[src/rtl/mc_ctrl_if.sv]
// rtl/mc_ctrl_if.sv - control bus between mc_ctrl and the multicycle datapath
interface mc_ctrl_if #(
    parameter int ALUCTRL_W = 3
);
    logic [5:0]           opcode;
    logic [5:0]           funct;
    logic                 zero;
    logic                 mem_ready;
    logic                 pc_we;
    logic                 ir_we;
    logic                 reg_we;
    logic                 mem_rd;
    logic                 mem_wr;
    logic                 iord;
    logic                 reg_dst;
    logic                 mem_to_reg;
    logic                 alu_src_a;
    logic                 ext_sign;
    logic [1:0]           alu_src_b;
    logic [1:0]           pc_src;
    logic [ALUCTRL_W-1:0] alu_ctrl;
    logic                 illegal;
    logic                 bus_err;
    logic [3:0]           state;

    modport master (
        input  opcode, funct, zero, mem_ready,
        output pc_we, ir_we, reg_we, mem_rd, mem_wr,
        output iord, reg_dst, mem_to_reg, alu_src_a, ext_sign,
        output alu_src_b, pc_src, alu_ctrl, illegal, bus_err, state
    );

    modport slave (
        output opcode, funct, zero, mem_ready,
        input  pc_we, ir_we, reg_we, mem_rd, mem_wr,
        input  iord, reg_dst, mem_to_reg, alu_src_a, ext_sign,
        input  alu_src_b, pc_src, alu_ctrl, illegal, bus_err, state
    );
endinterface

[src/rtl/mc_ctrl.sv]
// rtl/mc_ctrl.sv - multicycle MIPS-subset control FSM with memory wait timeout
module mc_ctrl #(
    parameter int ALUCTRL_W       = 3,
    parameter int MEM_TIMEOUT     = 0,
    parameter int HALT_ON_ILLEGAL = 1
) (
    input  logic        clk,
    input  logic        rst,
    mc_ctrl_if.master   bus
);
    typedef enum logic [3:0] {
        FETCH    = 4'd0,
        DECODE   = 4'd1,
        EXEC_R   = 4'd2,
        WB_R     = 4'd3,
        EXEC_I   = 4'd4,
        WB_I     = 4'd5,
        MEM_ADDR = 4'd6,
        MEM_RD   = 4'd7,
        MEM_WB   = 4'd8,
        MEM_WR   = 4'd9,
        BRANCH   = 4'd10,
        JUMP     = 4'd11,
        ILLEGAL  = 4'd12
    } state_t;

    localparam logic [2:0] ALU_ADD  = 3'd0;
    localparam logic [2:0] ALU_AND  = 3'd1;
    localparam logic [2:0] ALU_NOR  = 3'd2;
    localparam logic [2:0] ALU_SLT  = 3'd3;
    localparam logic [2:0] ALU_OR   = 3'd4;
    localparam logic [2:0] ALU_SUB  = 3'd5;
    localparam logic [2:0] ALU_SLTU = 3'd6;
    localparam logic [2:0] ALU_XOR  = 3'd7;

    localparam logic [5:0] OP_RTYPE = 6'h00;
    localparam logic [5:0] OP_J     = 6'h02;
    localparam logic [5:0] OP_BEQ   = 6'h04;
    localparam logic [5:0] OP_BNE   = 6'h05;
    localparam logic [5:0] OP_ADDI  = 6'h08;
    localparam logic [5:0] OP_SLTI  = 6'h0A;
    localparam logic [5:0] OP_ORI   = 6'h0D;
    localparam logic [5:0] OP_LW    = 6'h23;
    localparam logic [5:0] OP_SW    = 6'h2B;

    state_t      state;
    logic [5:0]  op_q;
    logic [5:0]  funct_q;
    logic [31:0] wait_cnt;
    logic [31:0] wait_inc;
    logic        illegal_q;
    logic        bus_err_q;
    logic        timeout_hit;

    function automatic logic r_funct_ok(input logic [5:0] f);
        case (f)
            6'h20, 6'h22, 6'h24, 6'h25,
            6'h26, 6'h27, 6'h2A, 6'h2B: return 1'b1;
            default:                    return 1'b0;
        endcase
    endfunction

    function automatic logic [2:0] r_alu(input logic [5:0] f);
        case (f)
            6'h22:   return ALU_SUB;
            6'h24:   return ALU_AND;
            6'h25:   return ALU_OR;
            6'h26:   return ALU_XOR;
            6'h27:   return ALU_NOR;
            6'h2A:   return ALU_SLT;
            6'h2B:   return ALU_SLTU;
            default: return ALU_ADD;
        endcase
    endfunction

    // The cycle being evaluated counts as a waiting cycle, so the bound trips on the Nth one.
    assign timeout_hit = (MEM_TIMEOUT != 0) && !bus.mem_ready &&
                         (wait_cnt >= 32'(MEM_TIMEOUT - 1));
    assign wait_inc    = (&wait_cnt) ? wait_cnt : wait_cnt + 32'd1;

    always_ff @(posedge clk) begin
        if (rst) begin
            state     <= FETCH;
            wait_cnt  <= '0;
            op_q      <= '0;
            funct_q   <= '0;
            illegal_q <= 1'b0;
            bus_err_q <= 1'b0;
        end else begin
            wait_cnt <= '0;
            case (state)
                FETCH: begin
                    if (bus.mem_ready) begin
                        state <= DECODE;
                    end else if (timeout_hit) begin
                        state     <= ILLEGAL;
                        illegal_q <= 1'b1;
                        bus_err_q <= 1'b1;
                    end else begin
                        wait_cnt <= wait_inc;
                    end
                end
                DECODE: begin
                    op_q    <= bus.opcode;
                    funct_q <= bus.funct;
                    if (bus.opcode == OP_RTYPE && r_funct_ok(bus.funct)) begin
                        state <= EXEC_R;
                    end else begin
                        case (bus.opcode)
                            OP_LW, OP_SW:            state <= MEM_ADDR;
                            OP_BEQ, OP_BNE:          state <= BRANCH;
                            OP_ADDI, OP_SLTI, OP_ORI: state <= EXEC_I;
                            OP_J:                    state <= JUMP;
                            default: begin
                                state     <= ILLEGAL;
                                illegal_q <= 1'b1;
                            end
                        endcase
                    end
                end
                EXEC_R:   state <= WB_R;
                WB_R:     state <= FETCH;
                EXEC_I:   state <= WB_I;
                WB_I:     state <= FETCH;
                MEM_ADDR: state <= (op_q == OP_LW) ? MEM_RD : MEM_WR;
                MEM_RD: begin
                    if (bus.mem_ready) begin
                        state <= MEM_WB;
                    end else if (timeout_hit) begin
                        state     <= ILLEGAL;
                        illegal_q <= 1'b1;
                        bus_err_q <= 1'b1;
                    end else begin
                        wait_cnt <= wait_inc;
                    end
                end
                MEM_WB:   state <= FETCH;
                MEM_WR: begin
                    if (bus.mem_ready) begin
                        state <= FETCH;
                    end else if (timeout_hit) begin
                        state     <= ILLEGAL;
                        illegal_q <= 1'b1;
                        bus_err_q <= 1'b1;
                    end else begin
                        wait_cnt <= wait_inc;
                    end
                end
                BRANCH:   state <= FETCH;
                JUMP:     state <= FETCH;
                ILLEGAL: begin
                    if (HALT_ON_ILLEGAL == 0) state <= FETCH;
                end
                default: begin
                    state     <= ILLEGAL;
                    illegal_q <= 1'b1;
                end
            endcase
        end
    end

    logic       o_pc_we, o_ir_we, o_reg_we, o_mem_rd, o_mem_wr;
    logic       o_iord, o_reg_dst, o_mem_to_reg, o_alu_src_a, o_ext_sign;
    logic [1:0] o_alu_src_b, o_pc_src;
    logic [2:0] o_alu;

    always_comb begin
        o_pc_we      = 1'b0;
        o_ir_we      = 1'b0;
        o_reg_we     = 1'b0;
        o_mem_rd     = 1'b0;
        o_mem_wr     = 1'b0;
        o_iord       = 1'b0;
        o_reg_dst    = 1'b0;
        o_mem_to_reg = 1'b0;
        o_alu_src_a  = 1'b0;
        o_ext_sign   = 1'b0;
        o_alu_src_b  = 2'b00;
        o_pc_src     = 2'b00;
        o_alu        = ALU_ADD;
        case (state)
            FETCH: begin
                o_mem_rd    = 1'b1;
                o_alu_src_b = 2'b01;
                o_ir_we     = bus.mem_ready;
                o_pc_we     = bus.mem_ready;
            end
            DECODE: begin
                o_alu_src_b = 2'b11;
                o_ext_sign  = 1'b1;
            end
            EXEC_R: begin
                o_alu_src_a = 1'b1;
                o_alu       = r_alu(funct_q);
            end
            WB_R: begin
                o_reg_we  = 1'b1;
                o_reg_dst = 1'b1;
            end
            EXEC_I: begin
                o_alu_src_a = 1'b1;
                o_alu_src_b = 2'b10;
                case (op_q)
                    OP_SLTI: begin o_alu = ALU_SLT; o_ext_sign = 1'b1; end
                    OP_ORI:  begin o_alu = ALU_OR;  o_ext_sign = 1'b0; end
                    default: begin o_alu = ALU_ADD; o_ext_sign = 1'b1; end
                endcase
            end
            WB_I:     o_reg_we = 1'b1;
            MEM_ADDR: begin
                o_alu_src_a = 1'b1;
                o_alu_src_b = 2'b10;
                o_ext_sign  = 1'b1;
            end
            MEM_RD: begin
                o_mem_rd = 1'b1;
                o_iord   = 1'b1;
            end
            MEM_WB: begin
                o_reg_we     = 1'b1;
                o_mem_to_reg = 1'b1;
            end
            MEM_WR: begin
                o_mem_wr = 1'b1;
                o_iord   = 1'b1;
            end
            BRANCH: begin
                o_alu_src_a = 1'b1;
                o_alu       = ALU_SUB;
                o_pc_src    = 2'b01;
                o_pc_we     = (op_q == OP_BEQ) ? bus.zero : !bus.zero;
            end
            JUMP: begin
                o_pc_src = 2'b10;
                o_pc_we  = 1'b1;
            end
            default: ;
        endcase
        // Strobes must be quiet for the whole reset cycle, not only after the edge.
        if (rst) begin
            o_pc_we  = 1'b0;
            o_ir_we  = 1'b0;
            o_reg_we = 1'b0;
            o_mem_rd = 1'b0;
            o_mem_wr = 1'b0;
        end
    end

    assign bus.pc_we      = o_pc_we;
    assign bus.ir_we      = o_ir_we;
    assign bus.reg_we     = o_reg_we;
    assign bus.mem_rd     = o_mem_rd;
    assign bus.mem_wr     = o_mem_wr;
    assign bus.iord       = o_iord;
    assign bus.reg_dst    = o_reg_dst;
    assign bus.mem_to_reg = o_mem_to_reg;
    assign bus.alu_src_a  = o_alu_src_a;
    assign bus.ext_sign   = o_ext_sign;
    assign bus.alu_src_b  = o_alu_src_b;
    assign bus.pc_src     = o_pc_src;
    assign bus.alu_ctrl   = ALUCTRL_W'(o_alu);
    assign bus.illegal    = illegal_q;
    assign bus.bus_err    = bus_err_q;
    assign bus.state      = state;
endmodule
[src/flat_wrapper.sv]
// flat-port wrapper written by rule: the top's interface ports become plain ports
module mc_ctrl_flat 
#(
    parameter int ALUCTRL_W       = 3,
    parameter int MEM_TIMEOUT     = 0,
    parameter int HALT_ON_ILLEGAL = 1
)
  (clk, rst, bus_opcode, bus_funct, bus_zero, bus_mem_ready, bus_pc_we, bus_ir_we, bus_reg_we, bus_mem_rd, bus_mem_wr, bus_iord, bus_reg_dst, bus_mem_to_reg, bus_alu_src_a, bus_ext_sign, bus_alu_src_b, bus_pc_src, bus_alu_ctrl, bus_illegal, bus_bus_err, bus_state);
  mc_ctrl_if #(.ALUCTRL_W(ALUCTRL_W)) bus_i ();
  input  logic clk;
  input  logic rst;
  input wire logic [$bits(bus_i.opcode)-1:0] bus_opcode;
  input wire logic [$bits(bus_i.funct)-1:0] bus_funct;
  input wire logic [$bits(bus_i.zero)-1:0] bus_zero;
  input wire logic [$bits(bus_i.mem_ready)-1:0] bus_mem_ready;
  output wire logic [$bits(bus_i.pc_we)-1:0] bus_pc_we;
  output wire logic [$bits(bus_i.ir_we)-1:0] bus_ir_we;
  output wire logic [$bits(bus_i.reg_we)-1:0] bus_reg_we;
  output wire logic [$bits(bus_i.mem_rd)-1:0] bus_mem_rd;
  output wire logic [$bits(bus_i.mem_wr)-1:0] bus_mem_wr;
  output wire logic [$bits(bus_i.iord)-1:0] bus_iord;
  output wire logic [$bits(bus_i.reg_dst)-1:0] bus_reg_dst;
  output wire logic [$bits(bus_i.mem_to_reg)-1:0] bus_mem_to_reg;
  output wire logic [$bits(bus_i.alu_src_a)-1:0] bus_alu_src_a;
  output wire logic [$bits(bus_i.ext_sign)-1:0] bus_ext_sign;
  output wire logic [$bits(bus_i.alu_src_b)-1:0] bus_alu_src_b;
  output wire logic [$bits(bus_i.pc_src)-1:0] bus_pc_src;
  output wire logic [$bits(bus_i.alu_ctrl)-1:0] bus_alu_ctrl;
  output wire logic [$bits(bus_i.illegal)-1:0] bus_illegal;
  output wire logic [$bits(bus_i.bus_err)-1:0] bus_bus_err;
  output wire logic [$bits(bus_i.state)-1:0] bus_state;
  assign bus_i.opcode = bus_opcode;
  assign bus_i.funct = bus_funct;
  assign bus_i.zero = bus_zero;
  assign bus_i.mem_ready = bus_mem_ready;
  assign bus_pc_we = bus_i.pc_we;
  assign bus_ir_we = bus_i.ir_we;
  assign bus_reg_we = bus_i.reg_we;
  assign bus_mem_rd = bus_i.mem_rd;
  assign bus_mem_wr = bus_i.mem_wr;
  assign bus_iord = bus_i.iord;
  assign bus_reg_dst = bus_i.reg_dst;
  assign bus_mem_to_reg = bus_i.mem_to_reg;
  assign bus_alu_src_a = bus_i.alu_src_a;
  assign bus_ext_sign = bus_i.ext_sign;
  assign bus_alu_src_b = bus_i.alu_src_b;
  assign bus_pc_src = bus_i.pc_src;
  assign bus_alu_ctrl = bus_i.alu_ctrl;
  assign bus_illegal = bus_i.illegal;
  assign bus_bus_err = bus_i.bus_err;
  assign bus_state = bus_i.state;
  mc_ctrl #(.ALUCTRL_W(ALUCTRL_W), .MEM_TIMEOUT(MEM_TIMEOUT), .HALT_ON_ILLEGAL(HALT_ON_ILLEGAL)) u_core (.clk(clk), .rst(rst), .bus(bus_i));
endmodule
[config.mk]
export PLATFORM = sky130hd
export DESIGN_NAME = mc_ctrl_flat
export DESIGN_NICKNAME = d
export VERILOG_FILES = /design/src/rtl/mc_ctrl_if.sv /design/src/rtl/mc_ctrl.sv /design/src/flat_wrapper.sv
export SDC_FILE = /design/constraint.sdc
export NUM_CORES = 1
export LEC_CHECK = 0
export BUFFER_PORTS_ARGS = -buffer_cell sky130_fd_sc_hd__buf_2
export CAP_MARGIN = 5
export CORE_AREA = 2 2 61 63
export CTS_BUF_LIST = sky130_fd_sc_hd__clkbuf_16
export CTS_CLUSTER_SIZE = 28
export DETAILED_ROUTE_END_ITERATION = 8
export DIE_AREA = 0 0 63 65
export GPL_ROUTABILITY_DRIVEN = 0
export PLACE_DENSITY = 0.74
export SETUP_SLACK_MARGIN = 0.5
export SYNTH_ARGS = -nofsm -noshare
export SYNTH_HDL_FRONTEND = slang
export SYNTH_SLANG_ARGS = --single-unit
export TNS_END_PERCENT = 100
[constraint.sdc]
create_clock -name clk -period 2.74 [get_ports clk]
set_clock_uncertainty 0.2 [all_clocks]
set_input_delay 0.685 -clock clk [delete_from_list [all_inputs] [get_ports clk]]
set_output_delay 0.685 -clock clk [all_outputs]
set_load 0.05 [all_outputs]
==> flow_metrics.py <==
metrics = {
    "outcome": {
        "status": "finished clean",
    },
    "floorplan": {
        "fp.dieH_um": 65,
        "row_count": 22,
        "core_area_um2": 3496,
        "initial_utilization_pct": 38.33,
        "ios": 39,
        "die_area_um2": 4095,
        "die_x_um": 63,
    },
    "global_route": {
        "overflow": 0,
        "grt_pass1_wl_um": 7127,
        "grt_max_degree": 21,
        "track_usage_pct": 21.37,
        "antenna_found_initial": 0,
        "grt_pass1_vias": 1469,
    },
    "clocking": {
        "clock_latency_ns": 0.25,
        "clockBufferDepth": 2,
        "clkSinkCount": 17,
        "cts_hold_repair.buffers": 0,
        "path_clk_slew_ns": 0.05,
        "cts_max_level": 1,
        "cts_buffers": 3,
        "cts_tree": "done",
        "root_buffer": "clkbuf_16",
    },
    "power_and_ir_drop": {
        "p_leak_uw": 0.0009330,
        "swShare_pct": 44.19,
        "ir_worst_vdd_uv": 273.6,
        "combPwrFrac_pct": 58.3,
        "clock_power_share_pct": 19.9,
        "switchingPower_uw": 660.3,
        "p_seq_share_pct": 21.8,
        "powerDensity_nw_per_um2": 631.5,
        "p_int_uw": 833.8,
        "p_total_uw": 1494,
    },
    "route": {
        "drtIter0Drc": 90,
        "ant_nets": 0,
        "drt-vias-per-instance": 5.643,
        "wl_um": 5125,
        "wl_per_cell_um": 16.64,
        "dr.pass1.iters": 5,
        "vias": 1738,
        "drc": 0,
    },
    "synth": {
        "ys_warn_count": 0,
        "synth_ff_type": "dfxtp_1",
        "yosysTopAreaCellShare_pct": 25.40,
        "synthArstFlopShare_pct": 0,
        "yosysSeqAreaShare_pct": 25.40,
        "synth_area_leaders": "dfxtp_1 (25%), nand2_1 (9.2%), a21oi_1 (8.2%), nor2_1 (5.0%), nor3_1 (3.7%)",
        "yosysTopAreaCell": "dfxtp_1",
        "yosysMostFrequentCell": "nand2_1",
        "synth_cell_type_count": 49,
        "syn-mean-instance-area_um2": 6.979,
        "syn-num-nets": 208,
        "synth_top_cells_by_count": "nand2_1 (33), a21oi_1 (22), nor2_1 (18)",
        "netlist_area_um2": 1340,
        "ys_seq_elements": 17,
        "synth-edff-count": 0,
        "synthesis.instances": 192,
    },
    "layout": {
        "nFillCells": 275,
        "seqCellArea_um2": 359.1,
        "fin_nets": 277,
        "areaGrowthSynthToFinish_pct": 76.56,
        "antenna_cells_inserted": 0,
        "utilization_pct": 67.68,
        "design_area_um2": 2366,
        "multiInputGateArea_um2": 1191,
        "drive_above_1_share_pct": 50.38,
    },
    "critical_path": {
        "crit_type": "reg2out",
        "arrival_ns": 1.73,
        "cp-start-kind": "flop",
        "worstPathRequired_ns": 1.86,
        "r2r_setup_slack_ns": 0.66,
        "cp_max_fo": 2,
        "critPathCaptureType": "primary output",
    },
    "timing": {
        "hold_viol_final": 0,
        "tightest_slew_ns": 0.5466,
        "setup_violations": 0,
        "max-slew-margin-rel_pct": 63.22,
        "timing.setup.tns_ns": 0,
        "max_freq_mhz": 382.7,
        "slew_violations": 0,
        "grt_setup_unrepaired": "true",
        "fin_ws_ns": 0.1272,
        "min_period_over_period_pct": 95.36,
        "finalCriticalPeriod_ns": 2.613,
    },
    "placement": {
        "hpwl_um": 2701,
        "placed_cell_area_um2": 1749,
        "place_ws_ns": 0.1793,
        "port_buffers": 37,
    },
    "job": {
        "cap_violations": 0,
    },
    "worst_hold_path": {
        "worstHoldPathType": "reg2reg",
    },
}
==> stage by stage <==
| step | cells | hold WS [ns] |
|---|---|---|
| after floorplan | 192 | 0.2364 |
| after global placement | 270 | 0.2470 |
| after detailed placement | 270 | 0.2469 |
| after CTS | 299 | 0.2637 |
| after global routing | 308 | 0.3037 |
| final | 308 | 0.2790 |
==> layer usage <==
| layer | global-route usage [%] | share of wire, % | up-vias |
|---|---|---|---|
| li1 | - | - | 825 |
| met1 | 29.79 | 39 | 798 |
| met2 | 33.78 | 50 | 103 |
| met3 | 3.993 | 7.7 | 12 |
| met4 | 5.556 | 2.4 | 0 |
| met5 | 0 | 0 | - |
==> state kept, by name (all words and copies together) (netlist names) <==
register,flops
u_core.funct_q,6
u_core.op_q,6
u_core.bus.state,4
u_core.bus.illegal,1
==> power by group through the flow <==
stage | clock network (uW) | registers (uW) | logic [uW]
floorplan | 0 | 363 | 493
global placement | 0 | 343 | 588
detailed placement | 0 | 346 | 590
CTS | 300 | 323 | 751
global route | 307 | 330 | 911
finish | 297 | 326 | 871
==> kinds of logic (layout without fill, tap and decap cells) <==
family	count (synthesis)	in the layout	share of synthesized area, %
buf+inv	18	86	7.283
flops	17	17	25.40
compound gates	48	48	23.53
mux	1	1	0.8403
other cells	1	1	0.2798
simple gates	104	104	40.71
xor+xnor	3	3	1.961
==> worst paths after layout <==
kind / depth (start not counted) / start / to
worst max register to register: 7 / u_core.bus.state[1] / u_core.bus.state[2]
worst min-delay path: 2 / u_core.funct_q[5] / u_core.funct_q[5]
worst max-delay path: 5 / u_core.op_q[1] / bus_alu_ctrl[2]
worst min register to register: 2 / u_core.funct_q[5] / u_core.funct_q[5]
==> worst max-delay path: stages (launching register included) <==
cell      delay, ns
dfxtp_2        0.31
or4b_4         0.56
nor3_2         0.22
a21boi_2       0.10
o22ai_4        0.11
buf_6          0.18
==> layout by cell type, fill, tap and decap left out, types with 3 or more instances in the layout <==
cell / synthesis / layout
inv_1: 3 / 3
nor3b_1: 4 / 4
a211oi_1: 3 / 3
nand4_1: 3 / 3
clkbuf_16: 0 / 3
a21oi_1: 22 / 18
nor2b_1: 3 / 3
nand2_1: 33 / 28
a21oi_2: 0 / 3
or2_4: 0 / 3
buf_2: 9 / 20
buf_6: 2 / 18
nor3_4: 0 / 4
dfxtp_4: 0 / 4
dfxtp_2: 0 / 3
nor4_1: 4 / 3
dfxtp_1: 17 / 10
nor3_1: 10 / 5
o21ai_0: 4 / 4
nor2_1: 18 / 10
nor2_4: 0 / 7
buf_4: 1 / 31
buf_8: 0 / 6
nand2_4: 0 / 3
==> timing repair <==
action | CTS | global route
buffers inserted | 25 | 9
pin swaps | 12 | 11
cloned | 0 | 0
setup endpoints to repair | 16 | 16
resized for setup | 51 | 33
==> cell type report <==
type | instances | area share (%)
repair buffers | 78 | 27.82
inverters | 4 | 0.7403
clock inverters | 1 | 0.2115
flip-flops and latches | 17 | 15.18
multi-input cells | 157 | 50.34
clock buffers | 3 | 3.173
well taps | 48 | 2.538
No activity file was read; power rests on OpenSTA's default activity.
